[config.mk]
export PLATFORM = sky130hd
export DESIGN_NAME = nonce_result_scanner
export DESIGN_NICKNAME = d
export VERILOG_FILES = /design/src/rtl/bitcoin_pkg.sv /design/src/rtl/hash_min_tracker.sv /design/src/rtl/nonce_result_scanner.sv
export SDC_FILE = /design/constraint.sdc
export NUM_CORES = 1
export LEC_CHECK = 0
export ABC_AREA = 1
export CORE_MARGIN = 10
export CORE_UTILIZATION = 55
export DETAILED_ROUTE_END_ITERATION = 8
export PLACE_DENSITY = 0.91
export SYNTH_ARGS = -nofsm -noshare
export SYNTH_HDL_FRONTEND = slang
export SYNTH_SLANG_ARGS = --single-unit
[constraint.sdc]
create_clock -name clk -period 5.3 [get_ports clk]
set_input_delay 0.795 -clock clk [delete_from_list [all_inputs] [get_ports clk]]
set_output_delay 0.795 -clock clk [all_outputs]
set_load 0.02 [all_outputs]
[src/rtl/bitcoin_pkg.sv]
// Shared types and defaults for the bitcoin hasher result path.
package bitcoin_pkg;

    typedef enum logic [1:0] {IDLE, READ, DRAIN, DONE} scanner_state_t;

    localparam int unsigned NUM_NONCES_DEFAULT      = 16;
    localparam int unsigned WORDS_PER_NONCE_DEFAULT = 8;

    typedef logic [7:0] nonce_idx_t;

    // Address of word 0 of a record; wraps modulo 2^16.
    function automatic logic [15:0] record_addr(input logic [15:0] base, input nonce_idx_t idx,
                                                input int unsigned stride);
        logic [31:0] offset;
        offset = 32'(idx) * stride;
        return base + offset[15:0];
    endfunction

endpackage

[src/rtl/hash_min_tracker.sv]
// Compare stage: counts H0 values below target and tracks the first match and the minimum H0.
module hash_min_tracker
    import bitcoin_pkg::*;
(
    input  logic        clk,
    input  logic        reset_n,
    input  logic        clear,
    input  logic        valid,
    input  nonce_idx_t  idx,
    input  logic [31:0] h0,
    input  logic [31:0] target,
    output logic        found,
    output nonce_idx_t  first_nonce,
    output logic [8:0]  match_count,
    output nonce_idx_t  best_nonce,
    output logic [31:0] best_hash
);

    logic        found_q;
    nonce_idx_t  first_nonce_q;
    logic [8:0]  match_count_q;
    nonce_idx_t  best_nonce_q;
    logic [31:0] best_hash_q;

    always_ff @(posedge clk or negedge reset_n) begin
        if (!reset_n) begin
            found_q       <= 1'b0;
            first_nonce_q <= '0;
            match_count_q <= '0;
            best_nonce_q  <= '0;
            best_hash_q   <= 32'hFFFF_FFFF;
        end else if (clear) begin
            found_q       <= 1'b0;
            first_nonce_q <= '0;
            match_count_q <= '0;
            best_nonce_q  <= '0;
            best_hash_q   <= 32'hFFFF_FFFF;
        end else if (valid) begin
            if (h0 < target) begin
                match_count_q <= match_count_q + 9'd1;
                if (!found_q) begin
                    found_q       <= 1'b1;
                    first_nonce_q <= idx;
                end
            end
            // Strict compare: on a tie the earlier index stays.
            if (h0 < best_hash_q) begin
                best_hash_q  <= h0;
                best_nonce_q <= idx;
            end
        end
    end

    assign found       = found_q;
    assign first_nonce = first_nonce_q;
    assign match_count = match_count_q;
    assign best_nonce  = best_nonce_q;
    assign best_hash   = best_hash_q;

endmodule

[src/rtl/nonce_result_scanner.sv]
// Walks the per-nonce hash records in memory and reports target matches and the minimum H0.
module nonce_result_scanner
    import bitcoin_pkg::*;
#(
    parameter int unsigned NUM_NONCES      = NUM_NONCES_DEFAULT,
    parameter int unsigned WORDS_PER_NONCE = WORDS_PER_NONCE_DEFAULT
) (
    input  logic        clk,
    input  logic        reset_n,
    input  logic        start,
    input  logic [15:0] output_addr,
    input  logic [31:0] target,
    output logic        done,
    output logic        mem_clk,
    output logic        mem_we,
    output logic [15:0] mem_addr,
    output logic [31:0] mem_write_data,
    input  logic [31:0] mem_read_data,
    output logic        found,
    output logic [7:0]  first_nonce,
    output logic [8:0]  match_count,
    output logic [7:0]  best_nonce,
    output logic [31:0] best_hash
);

    scanner_state_t state_q, state_d;

    logic [15:0] base_q;
    logic [31:0] target_q;
    nonce_idx_t  idx_q;
    logic        valid_q;
    nonce_idx_t  vidx_q;
    logic [15:0] mem_addr_q;

    logic accept;
    logic last_issue;

    assign accept     = start && ((state_q == IDLE) || (state_q == DONE));
    assign last_issue = (idx_q == nonce_idx_t'(NUM_NONCES - 1));

    always_ff @(posedge clk or negedge reset_n) begin
        if (!reset_n) begin
            state_q <= IDLE;
        end else begin
            state_q <= state_d;
        end
    end

    always_comb begin
        state_d = state_q;
        unique case (state_q)
            IDLE:    if (start) state_d = READ;
            READ:    if (last_issue) state_d = DRAIN;
            // Leave only once the final record has passed through the compare stage.
            DRAIN:   if (!valid_q) state_d = DONE;
            DONE:    if (start) state_d = READ;
            default: state_d = IDLE;
        endcase
    end

    always_comb begin
        done = (state_q == DONE);
    end

    // Address for record 0 is loaded on the accept edge so issue starts in the first READ cycle.
    always_ff @(posedge clk or negedge reset_n) begin
        if (!reset_n) begin
            base_q     <= '0;
            target_q   <= '0;
            idx_q      <= '0;
            valid_q    <= 1'b0;
            vidx_q     <= '0;
            mem_addr_q <= '0;
        end else begin
            valid_q <= 1'b0;
            if (accept) begin
                base_q     <= output_addr;
                target_q   <= target;
                idx_q      <= '0;
                mem_addr_q <= output_addr;
            end else if (state_q == READ) begin
                valid_q <= 1'b1;
                vidx_q  <= idx_q;
                if (!last_issue) begin
                    idx_q      <= nonce_idx_t'(idx_q + 8'd1);
                    mem_addr_q <= record_addr(base_q, nonce_idx_t'(idx_q + 8'd1), WORDS_PER_NONCE);
                end
            end
        end
    end

    hash_min_tracker u_tracker (
        .clk         (clk),
        .reset_n     (reset_n),
        .clear       (accept),
        .valid       (valid_q),
        .idx         (vidx_q),
        .h0          (mem_read_data),
        .target      (target_q),
        .found       (found),
        .first_nonce (first_nonce),
        .match_count (match_count),
        .best_nonce  (best_nonce),
        .best_hash   (best_hash)
    );

    assign mem_clk        = clk;
    assign mem_we         = 1'b0;
    assign mem_write_data = '0;
    assign mem_addr       = mem_addr_q;

endmodule

==> metrics, run 1 <==
main combinational cell family by area after synthesis=simple AND/OR/NAND/NOR gates; Post-synth EDFFs=0; met1 Use GR=25.2%; Area Growth Syn to Fin=27.4%; DRT Pass-1 Iters=5; DRT iter0 DRCs=524; WP data required=4.51 ns; CP max stage delay=0.53 ns; R2R setup slack=1.88 ns; R2R Path Start=state_q[0]; Critical Path End Type=output port; Fin Setup TNS=0 ns; Final Non-Filler Cells=1373; Hold Buf Count CTS=0; Pleak=0.00538 uW; Syn Area/Cell=8.08 um^2; Synth Area in XOR/XNOR=1.47%; fraction of registers with async set/reset=100%; DRC=0; Fin. Hold Viols=0; RSZ-0062 raised after global routing=false; clk_lat worst skew=0.53 ns; cells on worst reg2reg path=8; Final Skew=0.00800 ns; Final HPWL DP=16200 um; Resized Gates After CTS=0; Synth warnings=0; Top FF cell, synth=dfrtp_1; Sw Pwr=2810 uW; Synth Area in Compound Gates=8.17%; placed cells=1338; DR vias=7359; simple logic cell fraction of the synthesized area=25.3%; gr usage total=22.5%; GP Congestion=0.877; Sw Ratio=42.0%; combinational share of power=48.4%; Core Rows=44; DR WL/cell=16.6 um; vias in the first global route=7579; clock share of power=23.0%; VDD IR-drop max=0.323 mV; Netlist cell types=39; clock-pin transition on the worst setup and hold timing paths=0.06 ns; antenna cells=0; starting density of the core=56.6%; GRT overflow=0; mapped cell area=8330 um^2; nets=1336; Crit-path slowest cell=clkdlybuf4s50_1; CP Class=clock port to output port; Post-DRT Antenna Nets=0; CTS tree=yes; WP depth=3; number of synthesized register bits=141; initial antenna violation count=0; Ports=192; crit start category=clock port; share of post-route cells with drive strength above 1=10.1%; Max-slew headroom=34.1%; first-pass GRT wire length=37100 um; CP Buf/Inv Count=3; WL final=22800 um; adder-cell share of the synthesized area=11.7%; gr busiest metal=met2; Top delay family on crit path=buffers and inverters; Worst EP arrival=3.42 ns; largest net degree at the start of global routing=114; worst-path maximum fanout=2; sequential element share of the synthesized area=42.9%; Crit path top cell by count=clkbuf_16; Post CTS Setup Buffer Count=0; Syn Inst Count=1031; DIE WIDTH=143 um; mux cell area share after synthesis=0%; met3 usage=6.10%; met2 Use GR=39.0%; final setup fails=0; most common cell after layout, fill and taps aside=nand2_1; maxcap violations=0; number of port buffers=158; die area=20500 um^2; vias per cell=5.36; critical-path cell list=clkbuf_16 -> clkbuf_16 -> clkdlybuf4s50_1; Worst Max-Slew Pin Slew=0.989 ns; Final Max Tran Viols=0; hold crit path type=input pin to async pin; Power Density=630 nW/um^2; Die Y=143 um; Flop pwr share=28.6%; most frequent cells in the layout=nand2_1 (302), clkdlybuf4s50_1 (157), inv_1 (109), dfrtp_1 (109), nand3_1 (81); status=finished, final reports clean; Core ar.=14700 um^2; R2R Path End=u_tracker.best_hash[3]; cell internal pwr=3880 uW
[worst max path at each step]
stage                     start      end
after floorplan             clk  mem_clk
after global placement      clk  mem_clk
after detailed placement    clk  mem_clk
after CTS                   clk  mem_clk
after global routing        clk  mem_clk
final                       clk  mem_clk
[logic make-up (layout without fill, tap and decap cells)]
| logic type | after synthesis | after routing |
|---|---|---|
| other cells | 1 | 33 |
| flops | 141 | 141 |
| buf+inv | 185 | 311 |
| simple gates | 489 | 489 |
| fa+ha+maj | 77 | 77 |
| xor+xnor | 14 | 14 |
| compound gates | 124 | 124 |
[final cells by class]
cell class / count / area, um^2
clock buffers: 21 / 510
clock inverters: 15 / 268
fillers: 1065 / 4090
inverters: 115 / 433
multi-input cells: 737 / 4010
flip-flops and latches: 141 / 3570
well taps: 184 / 230
repair buffers: 160 / 1600
[power groups by stage]
| stage | logic [uW] | clock network, uW | registers [uW] |
|---|---|---|---|
| floorplan | 1940 | 22.0 | 2130 |
| global placement | 3040 | 25.3 | 1900 |
| detailed placement | 3190 | 25.3 | 1920 |
| CTS | 3250 | 1560 | 1910 |
| global route | 3630 | 1610 | 1960 |
| finish | 3240 | 1540 | 1910 |
[cell usage after synthesis (all sizes together), types with 2 or more instances]
library cell | n | area share (%)
inv | 115 | 5.2
dfrtp | 109 | 33
a21o | 3 | 0.27
xnor2 | 4 | 0.42
xor2 | 10 | 1.1
nand2 | 308 | 14
nand3b | 2 | 0.23
o211ai | 5 | 0.45
nand3 | 81 | 4.9
ha | 76 | 11
nor2 | 47 | 2.3
o21ai | 66 | 4.0
o22ai | 3 | 0.23
o21a | 2 | 0.18
a21oi | 37 | 2.2
a31oi | 3 | 0.23
nand4 | 9 | 0.68
or2 | 31 | 2.3
dfstp | 32 | 10
nor3 | 9 | 0.54
clkbuf | 14 | 0.63
buf | 56 | 4.7
[sequential cells by signal (all words and copies together), names as in the netlist]
register	flops
u_tracker.found	1
target_q	32
idx_q	8
u_tracker.best_hash	32
mem_addr	16
valid_q	1
base_q	16
vidx_q	8
state_q	2
u_tracker.match_count	9
u_tracker.first_nonce	8
u_tracker.best_nonce	8
[per-stage QoR]
stage          hold WS, ns  total power (uW)  setup slack [ns]  util [%]  instance area [um^2]
4_1_cts              0.384              6710              1.07      72.2                 10600
3_3_place_gp         0.457              4960              1.35      67.0                  9840
6_report             0.334              6690              1.08      72.2                 10600
3_5_place_dp         0.461              5130              1.35      67.0                  9840
5_1_grt              0.419              7200              1.06      72.2                 10600
2_1_floorplan        0.445              4100              1.72         -                  8450
[routing by layer]
metal	part of all wire, %	routed length, um	vias up
li1	-	-	3526
met1	40	9090	3490
met2	50	11400	284
met3	7.4	1690	59
met4	2.8	633	0
met5	0	0	-
Note: power is estimated with default switching activity, not from simulation.
==> run 2, diff against run 1 <==
--- a/config.mk
+++ b/config.mk
@@ -7,9 +7,9 @@
 export LEC_CHECK = 0
 export ABC_AREA = 1
 export CORE_MARGIN = 10
-export CORE_UTILIZATION = 55
+export CORE_UTILIZATION = 46
 export DETAILED_ROUTE_END_ITERATION = 8
-export PLACE_DENSITY = 0.91
+export PLACE_DENSITY = 0.81
 export SYNTH_ARGS = -nofsm -noshare
 export SYNTH_HDL_FRONTEND = slang
 export SYNTH_SLANG_ARGS = --single-unit
==> constraint.sdc (replaced) <==
create_clock -name clk -period 3.45 [get_ports clk]
set_input_delay 0.5175 -clock clk [delete_from_list [all_inputs] [get_ports clk]]
set_output_delay 0.5175 -clock clk [all_outputs]
set_load 0.02 [all_outputs]
==> metrics, run 2 (synthesis gave the netlist of run 1 again) <==
WL final=21800 um; CP Class=clock port to output port; Worst EP arrival=2.50 ns; Critical Path End Type=output port; nets=1342; Filler Cell Count=1551; Core ar.=17900 um^2; number of port buffers=158; most common cell after layout, fill and taps aside=nand2_1; die area=23900 um^2; antenna cells=0; cells on worst reg2reg path=14; maxcap violations=0; Area Growth Syn to Fin=27.5%; R2R Path End=mem_addr[14]; first-pass GRT wire length=36100 um; Pleak=0.00535 uW; Hold Buf Count CTS=0; Fin. Hold Viols=4; DIE WIDTH=155 um; DRT iter0 DRCs=510; Ports=192; Fin Setup TNS=0 ns; Worst Max-Slew Pin Slew=0.739 ns; Max-slew headroom=50.7%; clock-pin transition on the worst setup and hold timing paths=0.06 ns; R2R setup slack=0.85 ns; Core Rows=49; vias in the first global route=7243; gr usage total=18.4%; share of post-route cells with drive strength above 1=10.4%; Final Skew=0.0146 ns; Die Y=155 um; Resized Gates After CTS=0; VDD IR-drop max=0.492 mV; starting density of the core=46.5%; WP data required=2.93 ns; DR WL/cell=15.3 um; Power Density=929 nW/um^2; Final Non-Filler Cells=1424; final setup fails=0; DRT Pass-1 Iters=4; initial antenna violation count=0; most frequent cells in the layout=nand2_1 (302), clkdlybuf4s50_1 (157), inv_1 (109), dfrtp_1 (109), nand3_1 (81); hold_ws=-0.00326 ns; GP Congestion=0.890; Final Max Tran Viols=0; crit start category=clock port; Post-DRT Antenna Nets=0; largest net degree at the start of global routing=95; GRT overflow=0; DR vias=7087; R2R Path Start=idx_q[0]; placed cells=1389; status=finished with violations; worst-path maximum fanout=2; RSZ-0062 raised after global routing=false; Final HPWL DP=16000 um; hold crit path type=input pin to async pin; vias per cell=4.98; CTS tree=yes; DRC=0; failing checks=hold timing; Post CTS Setup Buffer Count=0; clk_lat worst skew=0.54 ns
## run 2: critical path, cell delays in order
cell	delay (ns)
clkbuf_16	0.12
clkbuf_16	0.13
clkdlybuf4s50_1	0.53
## run 2: layout make-up
type                            instances  area, um^2  area share, %
Tap cell                              229         287           2.70
Clock buffer                           24         532           5.01
Multi-Input combinational cell        737        4010           37.7
Sequential cell                       141        3570           33.6
Inverter                              115         433           4.08
Timing Repair Buffer                  166        1670           15.7
Clock inverter                         12         124           1.17
## run 2: per-stage QoR
stage | instance area [um^2] | worst slack [ns] | utilization [%] | total power, uW | hold slack (ns)
finish | 10600 | 0.431 | 59.3 | 9860 | -0.00326
global route | 10600 | 0.412 | 59.3 | 10700 | 0.0477
floorplan | 8450 | 1.07 | - | 6290 | 0.222
detailed placement | 9970 | 0.539 | 55.7 | 7930 | 0.460
global placement | 9970 | 0.607 | 55.7 | 7760 | 0.456
CTS | 10600 | 0.419 | 59.3 | 9960 | 0.0352
## run 2: worst max path at each step
stage | from | to | slack (ns) | cells after the start
floorplan | clk | mem_clk | 1.07 | 1
global placement | mem_read_data[5] | u_tracker.best_nonce[0] | 0.61 | 15
detailed placement | mem_read_data[15] | u_tracker.best_hash[25] | 0.54 | 15
CTS | clk | mem_clk | 0.42 | 3
global route | clk | mem_clk | 0.41 | 3
finish | clk | mem_clk | 0.43 | 3
## run 2: power by group
group	internal, uW	switching, uW	leakage [uW]
Sequential	2500	439	0.00173
Clock	1240	756	0.000312
Combinational	1890	3030	0.00330
## run 2: layer usage
layer  share of wire [%]  GRT usage, %  up-vias
li1                    -             -     3534
met1                  43          22.4     3334
met2                  49          30.6      199
met3                 6.6          5.24       20
met4                 1.3          5.76        0
met5                   0             0        -
==> run 3, diff against run 2 <==
--- a/config.mk
+++ b/config.mk
@@ -6,10 +6,10 @@
 export NUM_CORES = 1
 export LEC_CHECK = 0
 export ABC_AREA = 1
-export CORE_MARGIN = 10
 export CORE_UTILIZATION = 46
 export DETAILED_ROUTE_END_ITERATION = 8
 export PLACE_DENSITY = 0.81
 export SYNTH_ARGS = -nofsm -noshare
 export SYNTH_HDL_FRONTEND = slang
 export SYNTH_SLANG_ARGS = --single-unit
+export TNS_END_PERCENT = 20
==> metrics, run 3 (synthesis gave the netlist of run 1 again) <==
maxcap violations=0; Crit path top cell by count=clkbuf_16; Post CTS Setup Buffer Count=0; nets=1343; Resized Gates After CTS=0; DRC=0; combinational share of power=49.0%; DRT Pass-1 Iters=7; CP max stage delay=0.52 ns; Area Growth Syn to Fin=28.2%; Flop pwr share=29.4%; clock share of power=21.7%; Post-DRT Antenna Nets=0; clk_lat worst skew=0.54 ns; starting density of the core=47.6%; share of post-route cells with drive strength above 1=10.4%; DR vias=7208; Sw Pwr=4220 uW; Final Max Tran Viols=0; critical-path cell list=clkbuf_16 -> clkbuf_16 -> clkdlybuf4s50_1; WP data required=2.93 ns; vias in the first global route=7038; Power Density=941 nW/um^2; final setup fails=0; status=finished, final reports clean; Worst Max-Slew Pin Slew=0.583 ns; hold_ws=0.465 ns; most common cell after layout, fill and taps aside=nand2_1; worst-path maximum fanout=2; Finished Cell Area=10700 um^2; hold crit path type=flip-flop to flip-flop; Final Skew=0.0107 ns; die area=18600 um^2; largest net degree at the start of global routing=81; Pleak=0.00538 uW; Critical Path End Type=output port; GRT overflow=0; WL final=20200 um; crit start category=clock port; Worst EP arrival=2.49 ns; first-pass GRT wire length=32900 um; CP Class=clock port to output port; final core utilization=61.1%; DIE WIDTH=137 um; initial antenna violation count=0; most frequent cells in the layout=nand2_1 (302), clkdlybuf4s50_1 (157), inv_1 (109), dfrtp_1 (109), nand3_1 (81); Max-slew headroom=61.1%; CTS tree=yes; Fin. Hold Viols=0; cell internal pwr=5830 uW; Final HPWL DP=14600 um; Die Y=137 um; DR WL/cell=14.2 um; DRT iter0 DRCs=472; Core ar.=17500 um^2; Crit-path slowest cell=clkdlybuf4s50_1; vias per cell=5.07; Ports=192; number of port buffers=158; Core Rows=48; Top delay family on crit path=buffers and inverters; RSZ-0062 raised after global routing=false; CP Buf/Inv Count=3; Sw Ratio=42.0%; antenna cells=0; Fin Setup TNS=0 ns; Post-DP Area=9950 um^2; clock-pin transition on the worst setup and hold timing paths=0.05 ns; gr usage total=22.7%; GP Congestion=0.842; VDD IR-drop max=0.525 mV
==> run 3: cell types whose count changed in the layout (fill, tap and decap cells not counted), sizes merged <==
cell,delta
clkinv,-3
dlygate4sd3,+1
clkbuf,+2
bufinv,+2
clkinvlp,-1
==> run 3: metrics by stage <==
step,instances,power (uW),setup WS [ns]
floorplan,1063,6290,1.07
global placement,1385,7720,0.493
detailed placement,1385,7910,0.441
CTS,1421,10100,0.432
global route,1421,10900,0.430
finish,1421,10000,0.439
==> run 3: what timing repair did <==
item | 4_1_cts | 5_1_grt
endpoints found under the hold margin | 42 | 0
endpoints found under the setup margin | 0 | 0
hold buffers | 1 | 0
==> run 3: layout make-up <==
class                           count  area [um^2]
Fill cell                        1467         6810
Multi-Input combinational cell    737         4010
Sequential cell                   141         3570
Timing Repair Buffer              167         1660
Clock buffer                       26          559
Inverter                          115          433
Tap cell                          225          282
Clock inverter                     10          161
==> run 3: worst paths after layout <==
path | from | to | slack (ns) | cells past startpoint
max in group asynchronous | reset_n | u_tracker.best_hash[30] | 2.04 | 3
max | clk | mem_clk | 0.44 | 3
min in group asynchronous | reset_n | target_q[17] | 0.54 | 2
max reg2reg | idx_q[0] | mem_addr[14] | 0.75 | 14
min reg2reg | u_tracker.best_nonce[4] | u_tracker.best_nonce[4] | 0.47 | 2
min | u_tracker.best_nonce[4] | u_tracker.best_nonce[4] | 0.47 | 2
==> run 3: worst min-delay path, cell delays in order (launching register included) <==
cell and delay [ns]:
dfrtp_1 0.34, nand2_1 0.05, nand2_1 0.04
==> run 3: per-layer routing <==
layer / track usage, % / wire length (um) / vias to the layer above
li1: - / - / 3551
met5: 0 / 0 / -
met2: 37.3 / 9670 / 216
met4: 8.27 / 388 / 0
met1: 28.9 / 8940 / 3400
met3: 5.52 / 1230 / 41
==> run 3: power by group through the flow <==
stage / clock [uW] / combinational (uW) / sequential [uW]
final: 2180 / 4920 / 2950
after detailed placement: 38.9 / 4910 / 2960
after floorplan: 33.9 / 2980 / 3280
after global placement: 38.9 / 4730 / 2950
after CTS: 2200 / 4950 / 2950
after global routing: 2280 / 5540 / 3030
